===== src/rtl/psum_writeback_if.sv =====
// ---------------------------------------------------------------------------
// psum_writeback_if
// Bundles the two handshakes of the partial-sum writeback block:
//   - upstream sum hand-off : PS_rdy / PS_ack, i_sum (PEROW rows), i_d16
//   - psum buffer write bus : o_wr_en / i_wr_gnt, o_wr_addr, o_wr_data
// Signal names keep the block's own i_/o_ direction prefixes as seen from the
// writeback block.
// Modports:
//   master : the writeback block (drives PS_ack and the write bus)
//   slave  : the environment (upstream sum stage + psum buffer)
// ---------------------------------------------------------------------------
interface psum_writeback_if #(
    parameter int PEROW   = 4,
    parameter int PSUMDWD = 32,
    parameter int AWD     = 8
);
    logic                            PS_rdy;
    logic                            PS_ack;
    logic [PEROW-1:0][PSUMDWD-1:0]   i_sum;
    logic                            i_d16;
    logic                            o_wr_en;
    logic                            i_wr_gnt;
    logic [AWD-1:0]                  o_wr_addr;
    logic [PSUMDWD-1:0]              o_wr_data;

    modport master (
        input  PS_rdy, i_sum, i_d16, i_wr_gnt,
        output PS_ack, o_wr_en, o_wr_addr, o_wr_data
    );

    modport slave (
        output PS_rdy, i_sum, i_d16, i_wr_gnt,
        input  PS_ack, o_wr_en, o_wr_addr, o_wr_data
    );
endinterface


===== src/rtl/psum_writeback.sv =====
// ---------------------------------------------------------------------------
// psum_writeback
// Accepts one set of PEROW saturated partial sums per transfer and writes them
// into the psum buffer as a burst of beats, one row per beat (D32) or two
// rows packed as 16-bit halves per beat (D16). A write pointer advances per
// granted beat and can be reloaded at any time.
//
// Ports:
//   i_clk        clock, all state on rising edge
//   i_rst        asynchronous active-low reset
//   bus          psum_writeback_if.master (sum hand-off + buffer write bus)
//   i_addr_load  load write pointer from i_base_addr (wins over increment)
//   i_base_addr  new write pointer value
//   o_done       one-cycle pulse the cycle after the last beat is granted
//   o_wr_cnt     granted-write counter (constant 0 unless enabled)
//
// Build option:
//   PSUM_WB_CNT_EN  when defined, o_wr_cnt counts granted beats, saturating at
//                   16'hFFFF and cleared by i_addr_load; otherwise no counter.
// ---------------------------------------------------------------------------
module psum_writeback #(
    parameter int PEROW   = 4,
    parameter int PSUMDWD = 32,
    parameter int AWD     = 8
) (
    input  logic             i_clk,
    input  logic             i_rst,
    psum_writeback_if.master bus,
    input  logic             i_addr_load,
    input  logic [AWD-1:0]   i_base_addr,
    output logic             o_done,
    output logic [15:0]      o_wr_cnt
);
    localparam int BW = (PEROW > 2) ? $clog2(PEROW) : 1;

    typedef enum logic {S_IDLE, S_WRITE} state_t;

    state_t             r_state;
    logic               r_wr_en;
    logic [BW-1:0]      r_beat;
    logic               r_d16;
    logic               r_done;
    logic [AWD-1:0]     r_ptr;
    logic [PSUMDWD-1:0] r_sum [PEROW];

    logic               w_fire;
    logic               w_last;
    logic               w_ack;
    logic               w_xfer;
    logic [BW-1:0]      w_last_idx;
    logic [PSUMDWD-1:0] w_d32;
    logic [31:0]        w_d16;

    assign w_last_idx = r_d16 ? BW'(PEROW/2 - 1) : BW'(PEROW - 1);
    assign w_fire     = r_wr_en && bus.i_wr_gnt;
    assign w_last     = w_fire && (r_beat == w_last_idx);
    // Ack in WRITE only alongside the granted last beat, so the next set of
    // sums can be captured without an idle bubble.
    assign w_ack      = (r_state == S_IDLE) || w_last;
    assign w_xfer     = bus.PS_rdy && w_ack;

    // FSM: capture on transfer, step beats on grant
    always_ff @(posedge i_clk or negedge i_rst) begin
        if (!i_rst) begin
            r_state <= S_IDLE;
            r_wr_en <= 1'b0;
            r_beat  <= '0;
            r_d16   <= 1'b0;
            r_done  <= 1'b0;
            for (int k = 0; k < PEROW; k++) r_sum[k] <= '0;
        end else begin
            r_done <= w_last;
            if (w_xfer) begin
                for (int k = 0; k < PEROW; k++) r_sum[k] <= bus.i_sum[k];
                r_d16   <= bus.i_d16;
                r_beat  <= '0;
                r_state <= S_WRITE;
                r_wr_en <= 1'b1;
            end else if (w_fire) begin
                if (w_last) begin
                    r_state <= S_IDLE;
                    r_wr_en <= 1'b0;
                end else begin
                    r_beat <= r_beat + 1'b1;
                end
            end
        end
    end

    // Write pointer: load wins over the per-beat increment
    always_ff @(posedge i_clk or negedge i_rst) begin
        if (!i_rst) begin
            r_ptr <= '0;
        end else if (i_addr_load) begin
            r_ptr <= i_base_addr;
        end else if (w_fire) begin
            r_ptr <= r_ptr + 1'b1;
        end
    end

    // Beat data select from the captured sums only
    always_comb begin
        w_d32 = '0;
        w_d16 = '0;
        for (int k = 0; k < PEROW; k++) begin
            if (r_beat == BW'(k)) w_d32 = r_sum[k];
        end
        for (int k = 0; k < PEROW/2; k++) begin
            if (r_beat == BW'(k)) w_d16 = {r_sum[2*k+1][15:0], r_sum[2*k][15:0]};
        end
    end

    assign bus.PS_ack    = w_ack;
    assign bus.o_wr_en   = r_wr_en;
    assign bus.o_wr_addr = r_ptr;
    assign bus.o_wr_data = r_d16 ? PSUMDWD'(w_d16) : w_d32;
    assign o_done        = r_done;

`ifdef PSUM_WB_CNT_EN
    logic [15:0] r_wr_cnt;

    always_ff @(posedge i_clk or negedge i_rst) begin
        if (!i_rst) begin
            r_wr_cnt <= '0;
        end else if (i_addr_load) begin
            r_wr_cnt <= '0;
        end else if (w_fire && (r_wr_cnt != 16'hFFFF)) begin
            r_wr_cnt <= r_wr_cnt + 16'd1;
        end
    end

    assign o_wr_cnt = r_wr_cnt;
`else
    assign o_wr_cnt = 16'h0000;
`endif

endmodule


===== src/flat_wrapper.sv =====
// flat-port wrapper written by rule: the top's interface ports become plain ports
module psum_writeback_flat 
#(
    parameter int PEROW   = 4,
    parameter int PSUMDWD = 32,
    parameter int AWD     = 8
)
  (i_clk, i_rst, i_addr_load, i_base_addr, o_done, o_wr_cnt, bus_PS_rdy, bus_i_sum, bus_i_d16, bus_i_wr_gnt, bus_PS_ack, bus_o_wr_en, bus_o_wr_addr, bus_o_wr_data);
  psum_writeback_if #(.PEROW(PEROW), .PSUMDWD(PSUMDWD), .AWD(AWD)) bus_i ();
  input  logic i_clk;
  input  logic i_rst;
  input  logic i_addr_load;
  input  logic [AWD-1:0] i_base_addr;
  output logic o_done;
  output logic [15:0] o_wr_cnt;
  input wire logic [$bits(bus_i.PS_rdy)-1:0] bus_PS_rdy;
  input wire logic [$bits(bus_i.i_sum)-1:0] bus_i_sum;
  input wire logic [$bits(bus_i.i_d16)-1:0] bus_i_d16;
  input wire logic [$bits(bus_i.i_wr_gnt)-1:0] bus_i_wr_gnt;
  output wire logic [$bits(bus_i.PS_ack)-1:0] bus_PS_ack;
  output wire logic [$bits(bus_i.o_wr_en)-1:0] bus_o_wr_en;
  output wire logic [$bits(bus_i.o_wr_addr)-1:0] bus_o_wr_addr;
  output wire logic [$bits(bus_i.o_wr_data)-1:0] bus_o_wr_data;
  assign bus_i.PS_rdy = bus_PS_rdy;
  assign bus_i.i_sum = bus_i_sum;
  assign bus_i.i_d16 = bus_i_d16;
  assign bus_i.i_wr_gnt = bus_i_wr_gnt;
  assign bus_PS_ack = bus_i.PS_ack;
  assign bus_o_wr_en = bus_i.o_wr_en;
  assign bus_o_wr_addr = bus_i.o_wr_addr;
  assign bus_o_wr_data = bus_i.o_wr_data;
  psum_writeback #(.PEROW(PEROW), .PSUMDWD(PSUMDWD), .AWD(AWD)) u_core (.i_clk(i_clk), .i_rst(i_rst), .bus(bus_i), .i_addr_load(i_addr_load), .i_base_addr(i_base_addr), .o_done(o_done), .o_wr_cnt(o_wr_cnt));
endmodule

===== config.mk =====
export PLATFORM = sky130hd
export DESIGN_NAME = psum_writeback_flat
export DESIGN_NICKNAME = d
export VERILOG_FILES = /design/src/rtl/psum_writeback_if.sv /design/src/rtl/psum_writeback.sv /design/src/flat_wrapper.sv
export SDC_FILE = /design/constraint.sdc
export NUM_CORES = 1
export LEC_CHECK = 0
export CAP_MARGIN = 20
export CELL_PAD_IN_SITES_DETAIL_PLACEMENT = 1
export CELL_PAD_IN_SITES_GLOBAL_PLACEMENT = 1
export CORE_MARGIN = 8
export CORE_UTILIZATION = 38
export DETAILED_ROUTE_END_ITERATION = 8
export GPL_TIMING_DRIVEN = 0
export PLACE_DENSITY = 0.8
export SKIP_LAST_GASP = 1
export SLEW_MARGIN = 20
export SYNTH_ARGS = -nofsm -noshare
export SYNTH_HDL_FRONTEND = slang
export SYNTH_SLANG_ARGS = --single-unit

===== constraint.sdc =====
create_clock -name i_clk -period 2.47 [get_ports i_clk]
set_input_delay 0.247 -clock i_clk [delete_from_list [all_inputs] [get_ports i_clk]]
set_output_delay 0.247 -clock i_clk [all_outputs]
set_load 0.02 [all_outputs]

Word-level counts from Yosys, hierarchy flattened
Cells that the tools add are included.
{"block": "word_totals", "mem_count": 0, "out_inout_bits": 59, "mem_bits_ro": 0, "inputBits": 142, "latch_bits": 0, "word_cells": 43, "ff_bits": 141, "mem_bits_rw": 0}
{"block": "op_classes", "bitwise": 1, "muxes": 16, "n_reduce_logical": 10, "add_sub_neg": 2, "div": 0, "eq_ne": 5, "n_mul": 0, "shifts": 0, "magnitude_cmp": 0}
{"op": "two-way mux 32 bit", "count": 7}
{"op": "two-way mux 8 bit", "count": 2}
{"op": "adder 8 x 1 -> 8 bit, second input constant", "count": 1}
{"op": "two-way mux 2 bit", "count": 4}
{"op": "nonzero test 2 bit", "count": 3}
{"op": "== test 2 bit, second input constant", "count": 2}
{"op": "AND reduction 2 bit", "count": 2}
{"op": "logical AND 1 bit", "count": 3}
{"op": "two-way mux 1 bit", "count": 3}
{"op": "adder 2 x 1 -> 2 bit, second input constant", "count": 1}
{"op": "== test 2 x 1 -> 1 bit, second input constant", "count": 1}
{"op": "== test 2 bit", "count": 1}
{"op": "logical NOT 2 bit", "count": 1}
{"op": "!= test 2 bit, second input constant", "count": 1}
{"op": "logical OR 1 bit", "count": 1}
{"op": "inverter 1 bit", "count": 1}

Logic depth before layout (Yosys ltp)
Gate-level depths: netlist (run 1).
{"block": "logic_depth", "depth_word": 7, "ltp_mapped": 7, "depth_no_buf": 5}

Worst setup path before layout (run 1)
OpenSTA, ideal clock, no wires.
{"block": "synth_timing", "kind": "reg-to-output", "startpoint": "reg u_core.r_beat[0]", "endpoint": "out bus_o_wr_data[16]", "path_stages_with_launch": 8, "n_path_buf": 3, "slack_ps": 252, "arrival_time_ps": 1971, "required_ps": 2223, "cell_sequence": "dfrtp_1 -> inv_1 -> ha_1 -> clkbuf_1 -> clkbuf_1 -> clkbuf_1 -> a221o_1 -> a32oi_1"}
{"block": "synth_via", "elab_chain_cells": 6, "elab_cells_between_ends": 11, "classes_between": "3 x eq/ne; 7 x mux; 1 x reduce/logical"}
{"element": "from (decl)", "line_no": "psum_writeback.sv:40", "source": "logic [BW-1:0] r_beat;"}
{"element": "from (signal assigned)", "line_no": "psum_writeback.sv:84", "source": "r_beat <= r_beat + 1'b1;"}
{"element": "logical NOT 2 bit", "line_no": "psum_writeback.sv:106, psum_writeback.sv:109"}
{"element": "two-way mux 32 bit (4 in a row)", "line_no": "psum_writeback.sv:106", "source": "if (r_beat == BW'(k)) w_d32 = r_sum[k];"}
{"element": "two-way mux 32 bit *", "line_no": "psum_writeback.sv:116", "source": "assign bus.o_wr_data = r_d16 ? PSUMDWD'(w_d16) : w_d32;"}
{"element": "to (decl)", "line_no": "flat_wrapper.sv:23", "source": "output wire logic [$bits(bus_i.o_wr_data)-1:0] bus_o_wr_data;"}
Mark *: on every way between the ends. The rest lies on a longest branch, timed or not.

Worst setup path in the final report (run 1)
{"block": "layout_timing", "startpoint": "reg u_core.r_beat[1]", "endpoint": "out bus_o_wr_data[28]"}
The elaborated chain is that of the path after synthesis.

==> results of run 1 <==
## stage by stage
step                      hold slack [ns]  worst slack [ns]
after floorplan                   -0.0486             0.252
after global routing                0.346            -0.224
after global placement              0.467             -4.75
final                               0.292            -0.168
after detailed placement            0.197            -0.940
after CTS                           0.280            -0.158
## sequential cells by signal, summed over array words and instances, names as in the netlist
signal,flops
u_core.r_beat,2
u_core.r_d16,1
u_core.bus.o_wr_addr,8
u_core.r_state,1
u_core.o_done,1
u_core.r_sum,128
## final timing paths
path | start | endpoint | depth (start not counted)
max | u_core.r_beat[1]$_DFFE_PN0P_ | bus_o_wr_data[28] | 8
min | bus_i_wr_gnt | u_core.r_state$_DFFE_PN0P_ | 3
max reg2reg | u_core.r_beat[1]$_DFFE_PN0P_ | u_core.r_sum[57]$_DFFE_PN0P_ | 7
min reg2reg | u_core.r_sum[109]$_DFFE_PN0P_ | u_core.r_sum[109]$_DFFE_PN0P_ | 1
max in group asynchronous | i_rst | u_core.r_beat[0]$_DFFE_PN0P_ | 3
min in group asynchronous | i_rst | u_core.r_sum[42]$_DFFE_PN0P_ | 2
## routing by layer
| metal | part of all wire (%) | GRT usage [%] |
|---|---|---|
| met5 | 0 | 0 |
| met4 | 3.9 | 10.1 |
| met3 | 7.4 | 5.58 |
| met2 | 48 | 37.2 |
| met1 | 40 | 29.0 |
## logic make-up (layout without fill, tap and decap cells)
kind of cell / count (synthesis) / after routing / synth area share (%)
AO/OA/AOI/OAI: 145 / 145 / 14.0
flip-flops: 141 / 141 / 48.0
multiplexers: 130 / 130 / 19.9
AND/OR/NAND/NOR: 118 / 118 / 9.51
buffers and inverters: 104 / 351 / 7.38
adder cells (fa/ha/maj): 5 / 5 / 0.851
XOR/XNOR: 3 / 3 / 0.357
other: 1 / 16 / 0.0510
## area by class of cell
cell class,instances,area share (%)
buffer,70,6.08
sequential,141,32.3
tap,265,3.03
multi-input combinational,417,32.5
clock inverter,14,1.97
timing repair buffer,216,19.0
inverter,33,1.18
clock buffer,18,4.01
## layout by cell type, fill, tap and decap left out, types with 8 or more instances in the layout
master	instances
a21oi_1	52
clkdlybuf4s50_1	149
a32oi_1	10
buf_6	20
nand3b_1	43
buf_4	71
buf_2	12
clkbuf_16	23
a221o_1	27
mux2_1	129
dfrtp_1	139
nand2_1	40
a32oi_2	18
conb_1	16
o21ai_1	8
inv_1	31
## repair_timing
item	4_1_cts	5_1_grt
hold endpoints to repair	52	0
gates resized for setup	272	59
pin swaps	6	20
setup buffers	10	16
hold buffers	1	0
setup endpoints to repair	32	33
cloned	1	4
## critical path, stage by stage (launching register included)
cell	delay, ns
dfrtp_2	0.44
inv_4	0.08
ha_4	0.19
clkbuf_16	0.18
buf_6	0.15
a21oi_1	0.09
a221o_1	0.38
a32oi_2	0.27
buf_4	0.21
## power by group through the flow
stage               Sequential, uW  Combinational (uW)  Clock, uW
finish                        4420                8830       2900
global route                  4510                9300       3020
detailed placement            4320                7350          0
global placement              4260                7180          0
floorplan                     4000                4500          0
CTS                           4300                7990       2900
==> impl_results.md, run 1 <==
- Status: finished with violations
- Failing checks: setup timing
- Initial antenna violation count: 0
- Fmax: 0.379 GHz
- Final net count: 1043
- Routed Antenna Nets: 0
- Setup ws final: -0.168 ns
- Final slew viol count: 0
- Initial core utilization: 38.3%
- Drt initial violations: 458
- Fill count: 1989
- Reg power frac: 27.4%
- Routability cong.: 0.848
- Ant diodes: 0
- Max-cap violations: 0
- Die height: 155 microns
- Area grow syn2layout: 48.8%
- Multi-input combinational cell area: 3550 sq um
- Vias per cell: 5.58
- CP Capture Type: output pin
- Die ar.: 24100 sq um
- Vias in the first global route: 6904
- Cell row count: 51
- Number of buffers added on ports: 183
- Pre-antenna DRT Iters: 5
- CP max FO: 10
- Worst-margin pin slew: 0.545 ns
- Largest net degree at the start of global routing: 90
- TritonCTS Buffers: 17
- Synth top cells by count: dfrtp_1 (141), mux2_1 (129), a21oi_1 (55)
- PD cells: 1480 nW/um^2
- Non-filler instance count after layout: 1174
- Final Util: 57.0%
- Clock Latency Late Sink: 0.43 ns
- Ys async rst share: 100%
- Arrival @ worst endpoint: 2.39 ns
- Leading area contributor after synthesis: dfrtp_1
- DP HPWL: 19.6 mm
- Setup violations, final: 26
- Tcrit/Tclk final: 107%
- Post-synth EDFFs: 0
- Seq/Total Area, Yosys: 48.0%
- Hold crit path type: in2reg
- Fin area: 10900 sq um
- Placed Area: 9610 sq um
- Share of layout cells above drive strength 1: 21.6%
- Clock share of power: 17.9%
- Setup CP Type: reg2out
- R2R setup slack: 0.34 ns
- Static Leak: 0.00461 uW
- Htree depth: 4
- Critical Path Start Type: flop
- Sink Count: 141
- WL per Instance: 25.1 microns
- Yosys reg bits: 141
- Int Pwr: 9360 uW
- Root Driver: clkbuf_16
- CTS tree: built
- Die W: 155 microns
- Setup Skew: 0.0120 ns
- Area contributors post-synth: dfrtp_1 (48%), mux2_1 (20%), nand3b_1 (4.4%)
- WP data required: 2.22 ns
- # IOs: 201
- Synth Cell Area: 7350 sq um
- Max VDD drop: 696 uV
- Core area: 19200 sq um
- Maximum root-to-sink buffer count: 2
- Syn avg cell area: 11.4 sq um
- Comb pwr share: 54.7%
- Cells after DPL: 1111
- Final Power: 16200 uW
- Clk slew on worst S/H paths: 0.06 ns
- Sequential cell area: 3530 sq um
- Fin. Hold Viols: 0
- Switching part of the total: 42.1%
- Yosys top cell area share: 48.0%
- Net Sw Power: 6800 uW
- Count of cell types in the netlist: 37
- Total GRT Usage: 23.1%
- Final WL: 29.5 mm
- Most numerous cell in the Yosys netlist: dfrtp_1
- Routed vias: 6552
- Synth Warn #: 0
- Synth Instances: 647
- Final min period: 2.64 ns
- First-pass GRT wire length: 42.1 mm
- GRT overflow: 0
- DRC: 0
- Rel. slew slack: 63.7%
- Top_reg_cell synth: dfrtp_1
- TNS Setup: -2.32 ns
- RSZ-0062 raised after global routing: true
Note: power is estimated with default switching activity, not from simulation.
==> run 2, diff against run 1 <==
--- a/config.mk
+++ b/config.mk
@@ -13,6 +13,7 @@
 export DETAILED_ROUTE_END_ITERATION = 8
 export GPL_TIMING_DRIVEN = 0
 export PLACE_DENSITY = 0.8
+export REMOVE_ABC_BUFFERS = 1
 export SKIP_LAST_GASP = 1
 export SLEW_MARGIN = 20
 export SYNTH_ARGS = -nofsm -noshare
==> impl_results.md, run 2 (same netlist as run 1, synthesis figures left out) <==
- Int Pwr: 8980 uW (was 9360 uW)
- Htree depth: 4 (unchanged)
- DRC: 0 (unchanged)
- Fmax: 0.392 GHz (was 0.379 GHz)
- Static Leak: 0.00436 uW (was 0.00461 uW)
- Setup crit end: bus_o_wr_data[12] (was bus_o_wr_data[28])
- Vias per cell: 5.58 (about the same)
- # IOs: 201 (unchanged)
- Setup Skew: 0.0148 ns (was 0.0120 ns)
- Drt initial violations: 290 (was 458)
- GRT overflow: 0 (unchanged)
- Pre-antenna DRT Iters: 5 (unchanged)
- Switching part of the total: 41.1% (was 42.1%)
- Ant diodes: 0 (unchanged)
- Arrival @ worst endpoint: 2.30 ns (was 2.39 ns)
- Initial antenna violation count: 0 (unchanged)
- PD cells: 1440 nW/um^2 (was 1480 nW/um^2)
- Rel. slew slack: 61.0% (was 63.7%)
- Fin area: 10600 sq um (was 10900 sq um)
- Clock Latency Late Sink: 0.42 ns (was 0.43 ns)
- Sink Count: 141 (unchanged)
- R2R depth: 9 (was 7)
- Root Driver: clkbuf_16 (unchanged)
- Number of buffers added on ports: 184 (was 183)
- Max-cap violations: 0 (unchanged)
- Comb pwr share: 55.1% (was 54.7%)
- Worst-margin pin slew: 0.584 ns (was 0.545 ns)
- Routed vias: 6236 (was 6552)
- Routability cong.: 0.778 (was 0.848)
- Die ar.: 24100 sq um (unchanged)
- Largest register FFs: 128 (unchanged)
- TritonCTS Buffers: 17 (unchanged)
- Status: finished with violations (unchanged)
- Cell row count: 51 (unchanged)
- Setup violations, final: 13 (was 26)
- Final net count: 988 (was 1043)
- RSZ-0062 raised after global routing: true (unchanged)
- Core area: 19200 sq um (unchanged)
- Largest Register: u_core.r_sum (unchanged)
- Launching point of the worst reg2reg path: u_core.r_beat[0]$_DFFE_PN0P_ (was u_core.r_beat[1]$_DFFE_PN0P_)
- Cells after DPL: 1049 (was 1111)
- Hold crit path type: in2async (was in2reg)
- Critical Path Start Type: flop (unchanged)
- Area grow syn2layout: 43.8% (was 48.8%)
- Setup ws final: -0.0799 ns (was -0.168 ns)
- WP data required: 2.22 ns (about the same)
- Share of layout cells above drive strength 1: 14.9% (was 21.6%)
- Final min period: 2.55 ns (was 2.64 ns)
- Final slew viol count: 0 (unchanged)
- DP HPWL: 14.9 mm (was 19.6 mm)
- Net Sw Power: 6270 uW (was 6800 uW)
- Setup CP Type: reg2out (unchanged)
- Clk slew on worst S/H paths: 0.06 ns (about the same)
- Largest net degree at the start of global routing: 74 (was 90)
- Non-filler instance count after layout: 1118 (was 1174)
- WL per Instance: 24.4 microns (was 25.1 microns)
- Most frequent cells in the layout: clkdlybuf4s50_1 (151), dfrtp_1 (138), mux2_1 (129) (was clkdlybuf4s50_1 (149), dfrtp_1 (139), mux2_1 (129))
- First-pass GRT wire length: 41.3 mm (was 42.1 mm)
- Placed Area: 9460 sq um (was 9610 sq um)
- CP Capture Type: output pin (unchanged)
- R2R setup slack: 0.14 ns (was 0.34 ns)
- Origin of the worst setup path: u_core.r_beat[0]$_DFFE_PN0P_ (was u_core.r_beat[1]$_DFFE_PN0P_)
- Max VDD drop: 728 uV (was 696 uV)
- Final WL: 27.3 mm (was 29.5 mm)
- Vias in the first global route: 7116 (was 6904)
- Worst R2R End: u_core.r_sum[42]$_DFFE_PN0P_ (was u_core.r_sum[57]$_DFFE_PN0P_)
- Total GRT Usage: 22.2% (was 23.1%)
- Commonest non-fill, non-tap cell in the layout: clkdlybuf4s50_1 (unchanged)
- Clock share of power: 16.9% (was 17.9%)
- Maximum root-to-sink buffer count: 2 (unchanged)
- Initial core utilization: 38.3% (unchanged)
- Fin. Hold Viols: 0 (unchanged)
- Die height: 155 microns (unchanged)
- Tcrit/Tclk final: 103% (was 107%)
- Die W: 155 microns (unchanged)
- Final Power: 15200 uW (was 16200 uW)
- CP max FO: 14 (was 10)
- CTS tree: built (unchanged)
- Reg power frac: 28.0% (was 27.4%)
- Routed Antenna Nets: 0 (unchanged)
- Failing checks: setup timing (unchanged)
[run 2: cell types whose count changed in the layout (fill, tap and decap cells not counted), moves of 7 or more]
cell	previous run	this run
buf_4	71	44
buf_6	20	2
a32oi_1	10	24
a32oi_2	18	4
buf_12	1	13
buf_16	1	10
buf_2	12	5
[run 2: power by group through the flow]
stage / registers (uW) / clock network, uW / logic (uW)
after floorplan: 4100 / 0 / 4230
after global placement: 4280 / 0 / 6300
after detailed placement: 4430 / 0 / 6900
after CTS: 4220 / 2620 / 7960
after global routing: 4400 / 2710 / 8940
final: 4270 / 2570 / 8410
[run 2: how the worst min path moves through the flow]
stage,endpoint,slack [ns],cells after the start,startpoint
finish,u_core.r_sum[61]$_DFFE_PN0P_,0.39,2,i_rst
global route,u_core.bus.o_wr_addr[0]$_DFFE_PN0P_,0.40,3,i_base_addr[0]
CTS,u_core.bus.o_wr_addr[6]$_DFFE_PN0P_,0.38,3,i_base_addr[6]
detailed placement,u_core.r_sum[115]$_DFFE_PN0P_,0.25,1,i_rst
global placement,u_core.r_sum[111]$_DFFE_PN0P_,0.46,1,u_core.r_sum[111]$_DFFE_PN0P_
floorplan,u_core.bus.o_wr_addr[0]$_DFFE_PN0P_,-0.05,0,i_rst
[run 2: cell type report]
type / count / area [sq um]
Clock buffer: 21 / 470
Clock inverter: 10 / 114
Fill cell: 1957 / 8630
Inverter: 33 / 126
Multi-Input combinational cell: 417 / 3470
Sequential cell: 141 / 3530
Tap cell: 265 / 332
Timing Repair Buffer: 231 / 2530
[run 2: per-stage QoR]
stage / util, % / setup slack, ns / hold WS, ns / setup TNS (ns)
after global placement: 47.7 / -8.18 / 0.462 / -1759.12
after floorplan: - / -5.20 / -0.0486 / -698.87
after detailed placement: 49.3 / -0.635 / 0.253 / -46.05
final: 55.1 / -0.0799 / 0.390 / -0.423
after CTS: 54.2 / -0.0778 / 0.383 / -0.327
after global routing: 55.1 / -0.143 / 0.395 / -2.40
[run 2: timing repair]
action | in CTS | in global routing
gates cloned | 2 | 2
buffers inserted | 27 | 6
endpoints found under the hold margin | 72 | 0
hold buffers | 1 | 0
pin swaps | 5 | 6
gates resized for setup | 178 | 34
setup endpoints to repair | 138 | 48
[run 2: worst max-delay path, stage by stage (launching register included)]
cell and delay, ns:
dfrtp_2 0.46, ha_4 0.26, clkbuf_16 0.20, nand3b_1 0.22, a221o_1 0.33, a32oi_1 0.19
buf_4 0.20
[run 2: metal layers]
metal | up-vias | global-route usage (%) | part of all wire, %
met5 | - | 0 | 0
met3 | 35 | 7.02 | 7.5
met2 | 241 | 38.3 | 50
met4 | 0 | 5.93 | 1.9
met1 | 3230 | 26.3 | 40
li1 | 2730 | - | -
